<file path="config.mk">
export PLATFORM = sky130hd
export DESIGN_NAME = counter_arbiter_flat
export DESIGN_NICKNAME = d
export VERILOG_FILES = /design/src/rtl/counter_arbiter_if.sv /design/src/rtl/counter_arbiter.sv /design/src/flat_wrapper.sv
export SDC_FILE = /design/constraint.sdc
export NUM_CORES = 1
export LEC_CHECK = 0
export ABC_AREA = 1
export BUFFER_PORTS_ARGS = -buffer_cell sky130_fd_sc_hd__buf_2
export CAP_MARGIN = 5
export CORE_UTILIZATION = 60
export CTS_BUF_LIST = sky130_fd_sc_hd__clkbuf_8
export CTS_CLUSTER_DIAMETER = 50
export DETAILED_ROUTE_END_ITERATION = 6
export PLACE_DENSITY = 0.84
export SLEW_MARGIN = 20
export SYNTH_ARGS = -nofsm -noshare
export SYNTH_HDL_FRONTEND = slang
export SYNTH_SLANG_ARGS = --single-unit
export TNS_END_PERCENT = 1
</file>
<file path="constraint.sdc">
create_clock -name clk -period 2.51 [get_ports clk]
set_input_delay 0.3765 -clock clk [delete_from_list [all_inputs] [get_ports clk]]
set_output_delay 0.3765 -clock clk [all_outputs]
set_load 0.005 [all_outputs]
</file>
<file path="src/rtl/counter_arbiter_if.sv">
// Handshake bundle between requesters and the shared step counter arbiter.
interface counter_arbiter_if #(
  parameter int CNT_W = 3,
  parameter int N_REQ = 3
);
  logic [N_REQ-1:0] req;
  logic             clr;
  logic [N_REQ-1:0] gnt;
  logic [CNT_W-1:0] count;
  logic             wrap;
  logic             busy;

  modport master (output req, clr, input gnt, count, wrap, busy);
  modport slave  (input req, clr, output gnt, count, wrap, busy);
endinterface

</file>
<file path="src/rtl/counter_arbiter.sv">
// Round-robin arbiter granting N_REQ requesters one step each of a shared
// counter through a 4-phase req/gnt handshake.
module counter_arbiter #(
  parameter int CNT_W = 3,
  parameter int N_REQ = 3
) (
  input  logic              clk,
  input  logic              rst,
  counter_arbiter_if.slave  bus
);

  localparam int PTR_W = (N_REQ > 1) ? $clog2(N_REQ) : 1;

  typedef enum logic [1:0] {IDLE, GRANT, RELEASE} state_t;

  state_t             state_q, state_d;
  logic [N_REQ-1:0]   gnt_q, gnt_d;
  logic [CNT_W-1:0]   count_q, count_d;
  logic               wrap_q, wrap_d;
  logic [PTR_W-1:0]   ptr_q, ptr_d;
  logic [PTR_W-1:0]   win_q, win_d;
  logic [PTR_W-1:0]   pick;
  logic               found;

  // Search starts just past the last released winner, so that requester
  // drops to lowest priority on the next round.
  always_comb begin
    found = 1'b0;
    pick  = ptr_q;
    for (int i = 1; i <= N_REQ; i++) begin
      if (!found && bus.req[(int'(ptr_q) + i) % N_REQ]) begin
        found = 1'b1;
        pick  = PTR_W'((int'(ptr_q) + i) % N_REQ);
      end
    end
  end

  always_comb begin
    // NOTE: every output of this block gets a default before the case, so no
    // path leaves a signal unassigned and no latch is inferred.
    state_d = state_q;
    gnt_d   = gnt_q;
    count_d = count_q;
    wrap_d  = 1'b0;
    ptr_d   = ptr_q;
    win_d   = win_q;
    case (state_q)
      IDLE: begin
        if (found) begin
          gnt_d   = N_REQ'(1) << pick;
          win_d   = pick;
          count_d = count_q + 1'b1;
          wrap_d  = (count_q == '1);
          state_d = GRANT;
        end
      end
      GRANT: begin
        if (!bus.req[win_q]) begin
          gnt_d   = '0;
          ptr_d   = win_q;
          state_d = RELEASE;
        end
      end
      RELEASE: state_d = IDLE;
      default: state_d = IDLE;
    endcase
    // Clear overrides any increment and suppresses the rollover pulse.
    if (bus.clr) begin
      count_d = '0;
      wrap_d  = 1'b0;
    end
  end

  // NOTE: state registers use non-blocking assignments so every flop samples
  // the pre-edge values, independent of statement order.
  always_ff @(posedge clk or posedge rst) begin
    if (rst) begin
      state_q <= IDLE;
      gnt_q   <= '0;
      count_q <= '0;
      wrap_q  <= 1'b0;
      ptr_q   <= PTR_W'(N_REQ - 1);
      win_q   <= '0;
    end else begin
      state_q <= state_d;
      gnt_q   <= gnt_d;
      count_q <= count_d;
      wrap_q  <= wrap_d;
      ptr_q   <= ptr_d;
      win_q   <= win_d;
    end
  end

  assign bus.gnt   = gnt_q;
  assign bus.count = count_q;
  assign bus.wrap  = wrap_q;
  assign bus.busy  = (state_q != IDLE);

endmodule

</file>
<file path="src/flat_wrapper.sv">
// flat-port wrapper written by rule: the top's interface ports become plain ports
module counter_arbiter_flat 
#(
  parameter int CNT_W = 3,
  parameter int N_REQ = 3
)
  (clk, rst, bus_req, bus_clr, bus_gnt, bus_count, bus_wrap, bus_busy);
  counter_arbiter_if #(.CNT_W(CNT_W), .N_REQ(N_REQ)) bus_i ();
  input  logic clk;
  input  logic rst;
  input wire logic [$bits(bus_i.req)-1:0] bus_req;
  input wire logic [$bits(bus_i.clr)-1:0] bus_clr;
  output wire logic [$bits(bus_i.gnt)-1:0] bus_gnt;
  output wire logic [$bits(bus_i.count)-1:0] bus_count;
  output wire logic [$bits(bus_i.wrap)-1:0] bus_wrap;
  output wire logic [$bits(bus_i.busy)-1:0] bus_busy;
  assign bus_i.req = bus_req;
  assign bus_i.clr = bus_clr;
  assign bus_gnt = bus_i.gnt;
  assign bus_count = bus_i.count;
  assign bus_wrap = bus_i.wrap;
  assign bus_busy = bus_i.busy;
  counter_arbiter #(.CNT_W(CNT_W), .N_REQ(N_REQ)) u_core (.clk(clk), .rst(rst), .bus(bus_i));
endmodule
</file>
Word-level counts from Yosys, hierarchy flattened
Cells that the tools add are included.
W data, S select, Z words.
Storage, ports and cells
  flip-flop bits (word level): 13
  latch bits: 0
  bits in writable memories: 0
  memory bits (read-only): 0
  input port bits: 6
  output and inout port bits: 8
  logic and storage cells: 66
  memories: 0
Operators by class
  add/subtract/negate cells: 4
  $mul: 0
  div/mod/pow operators: 3
  order comparisons: 4
  equal/unequal tests: 4
  shift operators: 1
  mux-type cells: 29
  bitwise logic cells: 1
  reduce and logical (&&, ||, !) cells: 14
Operator list (number)
  $lt A32 B4 Y1 const B: 3
  $mod A32 B3 Y32 const B: 3
  $mux W3: 5
  $mux W1: 13
  $mux W2: 5
  $bmux W1 S2: 4
  $reduce_and A2 Y1: 4
  $reduce_bool A2 Y1: 4
  $add A2 B2 Y3 const B: 2
  $pmux W3 S2: 1
  $pmux W2 S2: 1
  $add A2 B1 Y3 const B: 1
  $add A3 B1 Y3 const B: 1
  $eq A3 B3 Y1 const B: 1
  $lt A2 B3 Y1 const B: 1
  $reduce_and A3 Y1: 1
  $shl A1 B2 Y3 const A: 1
  $eq A2 B1 Y1 const B: 1
  $logic_and A1 B1 Y1: 2
  $logic_not A1 Y1: 2
  $logic_not A2 Y1: 1
  $ne A2 B1 Y1 const B: 1
  $ne A2 B2 Y1 const B: 1
  $not A1 Y1: 1

Depth between registers and ports, before layout
  depth in word-level cells: 15
  depth in mapped cells: 13
  depth with buffers taken out: 13

Worst setup path after synthesis
Ideal clock, no wire load.
  kind: register to register
  start point: register u_core.ptr_q[1]
  end point: register u_core.win_q[1]
  library setup time: 0.076 ns
  arrival time: 1.551 ns
  data required time: 2.434 ns
  path slack: 0.882 ns
  stages on the path, launching flop included: 11
  buffers on the path: 0
  period minus slack after synthesis: 1.628 ns
  path through: dfstp_2 > ha_1 > inv_2 > nand2_1 > nand2_2 > nand2_4 > nand3_2 > nand2_4 > inv_4 > nand3_1 > o21ai_1
Between the ends
  longest elaborated chain between the ends: 13
  elaborated cells between the ends (all ways): 26
  those cells by class: 3 x add/sub; 3 x div; 15 x mux; 5 x reduce/logical
RTL lines
  start: declaration: RTL line counter_arbiter.sv:20  | logic [PTR_W-1:0] ptr_q, ptr_d;
  start signal: assignment: RTL line counter_arbiter.sv:82  | ptr_q <= PTR_W'(N_REQ - 1);
  start signal: assignment: RTL line counter_arbiter.sv:89  | ptr_q <= ptr_d;
  $add A2 B1 Y3: RTL line counter_arbiter.sv:31, counter_arbiter.sv:33
  $mod A32 B3 Y32: RTL line counter_arbiter.sv:31, counter_arbiter.sv:33
  $bmux W1 S2: RTL line counter_arbiter.sv:31  | if (!found && bus.req[(int'(ptr_q) + i) % N_REQ]) begin
  $mux W1 (not written as such) (2 in series): RTL line counter_arbiter.sv:31
  $mux W1: RTL line counter_arbiter.sv:31
  $logic_not A1 Y1: RTL line counter_arbiter.sv:31
  $logic_and A1 B1 Y1: RTL line counter_arbiter.sv:31
  $mux W1: RTL line counter_arbiter.sv:31
  $logic_not A1 Y1: RTL line counter_arbiter.sv:31
  $logic_and A1 B1 Y1: RTL line counter_arbiter.sv:31
  $mux W1: RTL line counter_arbiter.sv:31
  $reduce_and A2 Y1 (no line)
  end signal: assignment: RTL line counter_arbiter.sv:90  | win_q <= win_d;
  end: declaration: RTL line counter_arbiter.sv:21  | logic [PTR_W-1:0] win_q, win_d;
Several ways; a longest one is shown, not always the timed one. The select of a mux whose other input is x is not followed.
A chain may end at the register's enable or synchronous reset.

Worst setup path in the final report
  start point: register u_core.ptr_q[0]
  end point: register u_core.win_q[1]
Same word-level chain as after synthesis.

==> summary by stage <==
Global route
The initial antenna violation count is 0. The global routing usage summed across all routing layers is 26.6%. The remaining global-route overflow is 0. The first global-routing pass estimated between 2000 and 3000 microns of wire.

Entering global routing, the biggest net connects 14 pins. The via count of the first global-routing pass came to around 640.

Timing
For the finished layout, the period the worst path requires is about 1.8 ns. The fmax is 0.544 GHz. On the final layout, the worst clock skew is between 0.004 and 0.005 ns. Dividing the final minimum period by the clock period gives between 70 and 80%. The final count of pins violating max slew is 0. For the pin with the worst max-slew slack, the measured transition is 0.478 ns. The setup TNS is 0 ns. Setup violations remaining at the end of the flow were counted as 0.

In this run the tightest slew margin relative to its limit is 68.1%. Setup repair after global routing left no endpoint under its margin. The final hold violation count is 0.

Floorplanning
The die covers 1590 sq um. The standard-cell row count is 13. From bottom edge to top edge, the die measures ~40 microns. The horizontal extent of the die is ~40 microns. For this configuration, the core starts out at a cell density of between 60 and 70%. The core box area is between 1000 and 1500 sq um.

The number of primary I/O pins is 14.

Logic synthesis
Of the post-synthesis cell area, the dominant cell type holds between 30% and 40%. A synthesized cell averages approximately 7.5 sq um. In the post-synthesis netlist, the biggest area contributors are sky130_fd_sc_hd__dfrtp_1, sky130_fd_sc_hd__nand2_1, sky130_fd_sc_hd__nand3_1. The total number of yosys warnings is 0. The cell area that synthesis handed to floorplanning was about 860 sq um. The post-synthesis share of cell area spent on full adders, half adders and majority gates is between 8 and 9%.

The number of different library cells used by synthesis comes to 19. The post-synthesis sequential area ratio is 38.0%. The synthesized design contains 13 register bits. The share of the synthesized area in compound gates (AO/OA/AOI/OAI) is about 6.6%. Of the post-synthesis cell area, the part taken by muxes is 0%.

The count of mapped cells out of synthesis is 115. The largest family of logic cells by synthesized area is simple AND/OR/NAND/NOR gates. The xor-xnor portion of the synthesized cell area is under 10%. The largest area contributor in the netlist is sky130_fd_sc_hd__dfrtp_1. Counting every net in the synthesized netlist gives about 130. The area fraction in and, or, nand and nor cells after synthesis is 36.7%.

Power
The worst ir drop on vdd is 782 uV. Summed over all cells, the static leakage comes to slightly below 0.6 nW. The design draws 1.26 mW.

The internal power of the cells totals between 0.6 and 0.7 mW. The share of power burned in combinational logic is a little under 60%. The ratio of total power to cell area is between 1000 and 1500 nW/um^2. The portion of total power attributed to the clock network is 14.3%. The switching power as a share of total power is just under 50%. Summed over all nets, the switching power comes to approximately 0.61 mW.

Sequential cells burn between 20% and 30% of the power.

Job
The count of maximum capacitance violations is 0.

Final layout
The filler cell count in the final layout is 109. In the final layout, the multi-input gates occupy 455 sq um. The share of cells above drive strength 1 is around a fifth. In the layout the commonest cells are sky130_fd_sc_hd__nand2_1, sky130_fd_sc_hd__inv_1, sky130_fd_sc_hd__nand3_1. Leaving out fill and tap cells, the most frequent cell in the layout is sky130_fd_sc_hd__nand2_1.

The area overhead of the layout relative to synthesis is 15.0%. The count of antenna diodes in the layout is 0. The register area is around 330 sq um. The net total in the final layout is 145.

Setup path
The element type at the critical path end is a flip-flop. The kind of critical path is flip-flop to flip-flop. The data arrival time of the worst path is approximately 2.0 ns. Traced cell by cell, the critical path runs through inv_1, ha_1, inv_2, nand2_2, nand3_2, nand2_4, nand3_2, nand2_4, inv_4, nand3_1, o21ai_1. The number of cells on the worst reg-to-reg path is 11.

The kind of start point of the critical path is a flip-flop. On the critical path, the stage with the largest delay is an instance of sky130_fd_sc_hd__dfrtp_1. In this run the critical register-to-register path is captured at u_core.win_q[1]. The worst path required time is between 2 and 3 ns. The worst register-to-register path begins at u_core.ptr_q[0].

Across all register-to-register paths, the minimum setup slack is 0.67 ns. The maximum fanout along the worst path is 9. On the worst path, the slowest cell contributes a delay of roughly 0.41 ns.

Clock network
CTS built an H-tree with a depth of 1. The number of clock buffers inserted by TritonCTS is 3. In this run, post-CTS hold repair placed 0 buffers. The total number of clock tree sinks is 13.

In this run the clock root is driven by a sky130_fd_sc_hd__clkbuf_8. For the worst-skew pair, the clock arrives at the later sink with an insertion delay of 0.24 ns. Post-CTS repair changed the size of 0 cells. The clock passes through at most 2 buffers. After clock tree synthesis, the clock-pin slew on the worst setup and hold paths is around 0.06 ns. The clock tree from TritonCTS is done.

The post-CTS setup buffer count is 0.

Detailed routing
The final antenna-violating net count is 0. The first detailed-routing pass ran for 4 iterations. The post-route DRC violation count is 0. The routed wire length is about 1700 microns. Detailed routing inserted a total of 764 vias. After detailed routing, the average wire length per cell comes to 11.7 microns. The starting DRC count in detailed routing is 16. In the routed layout, each cell is associated on average with a via count of around 5.2.

Worst hold path
The tightest min-delay check is of the primary input to async pin type.

Placed design
Once detailed placement completed, the half-perimeter wirelength came to around 1300 microns. The final estimated routing congestion in global placement is around 0.75. The count of buffers inserted at the top-level ports is 13.

Run status
The flow ran to the end, and the final reports show no timing, DRC or antenna violations.
cells in the mapped netlist:
cell                       instances
sky130_fd_sc_hd__dfrtp_1          12
sky130_fd_sc_hd__o21ai_0           7
sky130_fd_sc_hd__o221ai_1          1
sky130_fd_sc_hd__ha_1              6
sky130_fd_sc_hd__inv_4             1
sky130_fd_sc_hd__nand3_1          17
sky130_fd_sc_hd__o31ai_1           1
sky130_fd_sc_hd__nor2_4            1
sky130_fd_sc_hd__nor2_1            5
sky130_fd_sc_hd__dfstp_2           1
sky130_fd_sc_hd__nand2_4           2
sky130_fd_sc_hd__nand2_2           2
sky130_fd_sc_hd__nand3b_1          1
sky130_fd_sc_hd__nand2_1          34
sky130_fd_sc_hd__xor2_1            1
sky130_fd_sc_hd__nand3_2           3
sky130_fd_sc_hd__inv_1            18
sky130_fd_sc_hd__o21ai_1           1
sky130_fd_sc_hd__inv_2             1
stage by stage:
stage               instances  hold WS (ns)  utilization (%)  worst slack, ns  instance area, sq um
finish                    147         0.141             75.0            0.670                   988
global route              147         0.194             75.0            0.430                   988
CTS                       147         0.154             75.0            0.663                   988
detailed placement        143         0.415             71.6            0.683                   943
global placement          143         0.407             71.6            0.704                   943
floorplan                 115         0.253                -            0.882                   860
metal layers:
layer / up-vias / global-route usage (%) / share of wire [%]
met3: 4 / 4.55 / 2.3
met1: 351 / 28.8 / 42
met2: 12 / 46.3 / 54
li1: 397 / - / -
met4: 0 / 18.1 / 1.8
met5: - / 0 / 0
critical path: cells and delay by family, from the launching register on:
kind / cells / cell delay (ns)
compound gates: 1 / 0.07
fa+ha+maj: 1 / 0.40
buf+inv: 3 / 0.26
flops: 1 / 0.41
simple gates: 6 / 0.57
worst max path at each step:
stage / start / to / slack [ns] / cells after the start
finish: u_core.ptr_q[0] / u_core.win_q[1] / 0.67 / 11
global route: u_core.ptr_q[0] / u_core.bus.gnt[0] / 0.43 / 12
CTS: u_core.ptr_q[0] / u_core.win_q[1] / 0.66 / 11
detailed placement: u_core.ptr_q[0] / u_core.win_q[1] / 0.68 / 11
global placement: u_core.ptr_q[0] / u_core.win_q[1] / 0.70 / 11
floorplan: u_core.ptr_q[1] / u_core.win_q[1] / 0.88 / 10
kinds of logic after synthesis:
logic type	Yosys count
adder cells (fa/ha/maj)	6
AO/OA/AOI/OAI	10
buffers and inverters	20
XOR/XNOR	1
AND/OR/NAND/NOR	65
flip-flops	13
sequential cells by signal, indices dropped and copies added, names as in the netlist:
signal            flops
u_core.bus.count      3
u_core.bus.gnt        3
u_core.ptr_q          2
u_core.state_q        2
u_core.win_q          2
u_core.bus.wrap       1
cell type report:
class,count,share of cell area (%)
Sequential cell,13,33.0
Timing Repair Buffer,13,6.58
Clock buffer,3,4.18
Tap cell,15,1.90
Inverter,20,7.85
Clock inverter,1,0.380
Multi-Input combinational cell,82,46.1
power groups by stage:
stage          logic [mW]  registers [mW]  clock network (mW)
2_1_floorplan       0.562           0.340                   0
3_3_place_gp        0.707           0.341                   0
3_5_place_dp        0.728           0.345                   0
4_1_cts             0.738           0.344               0.185
5_1_grt             0.838           0.354               0.190
6_report            0.735           0.345               0.180
(Power assumes the default switching activity.)
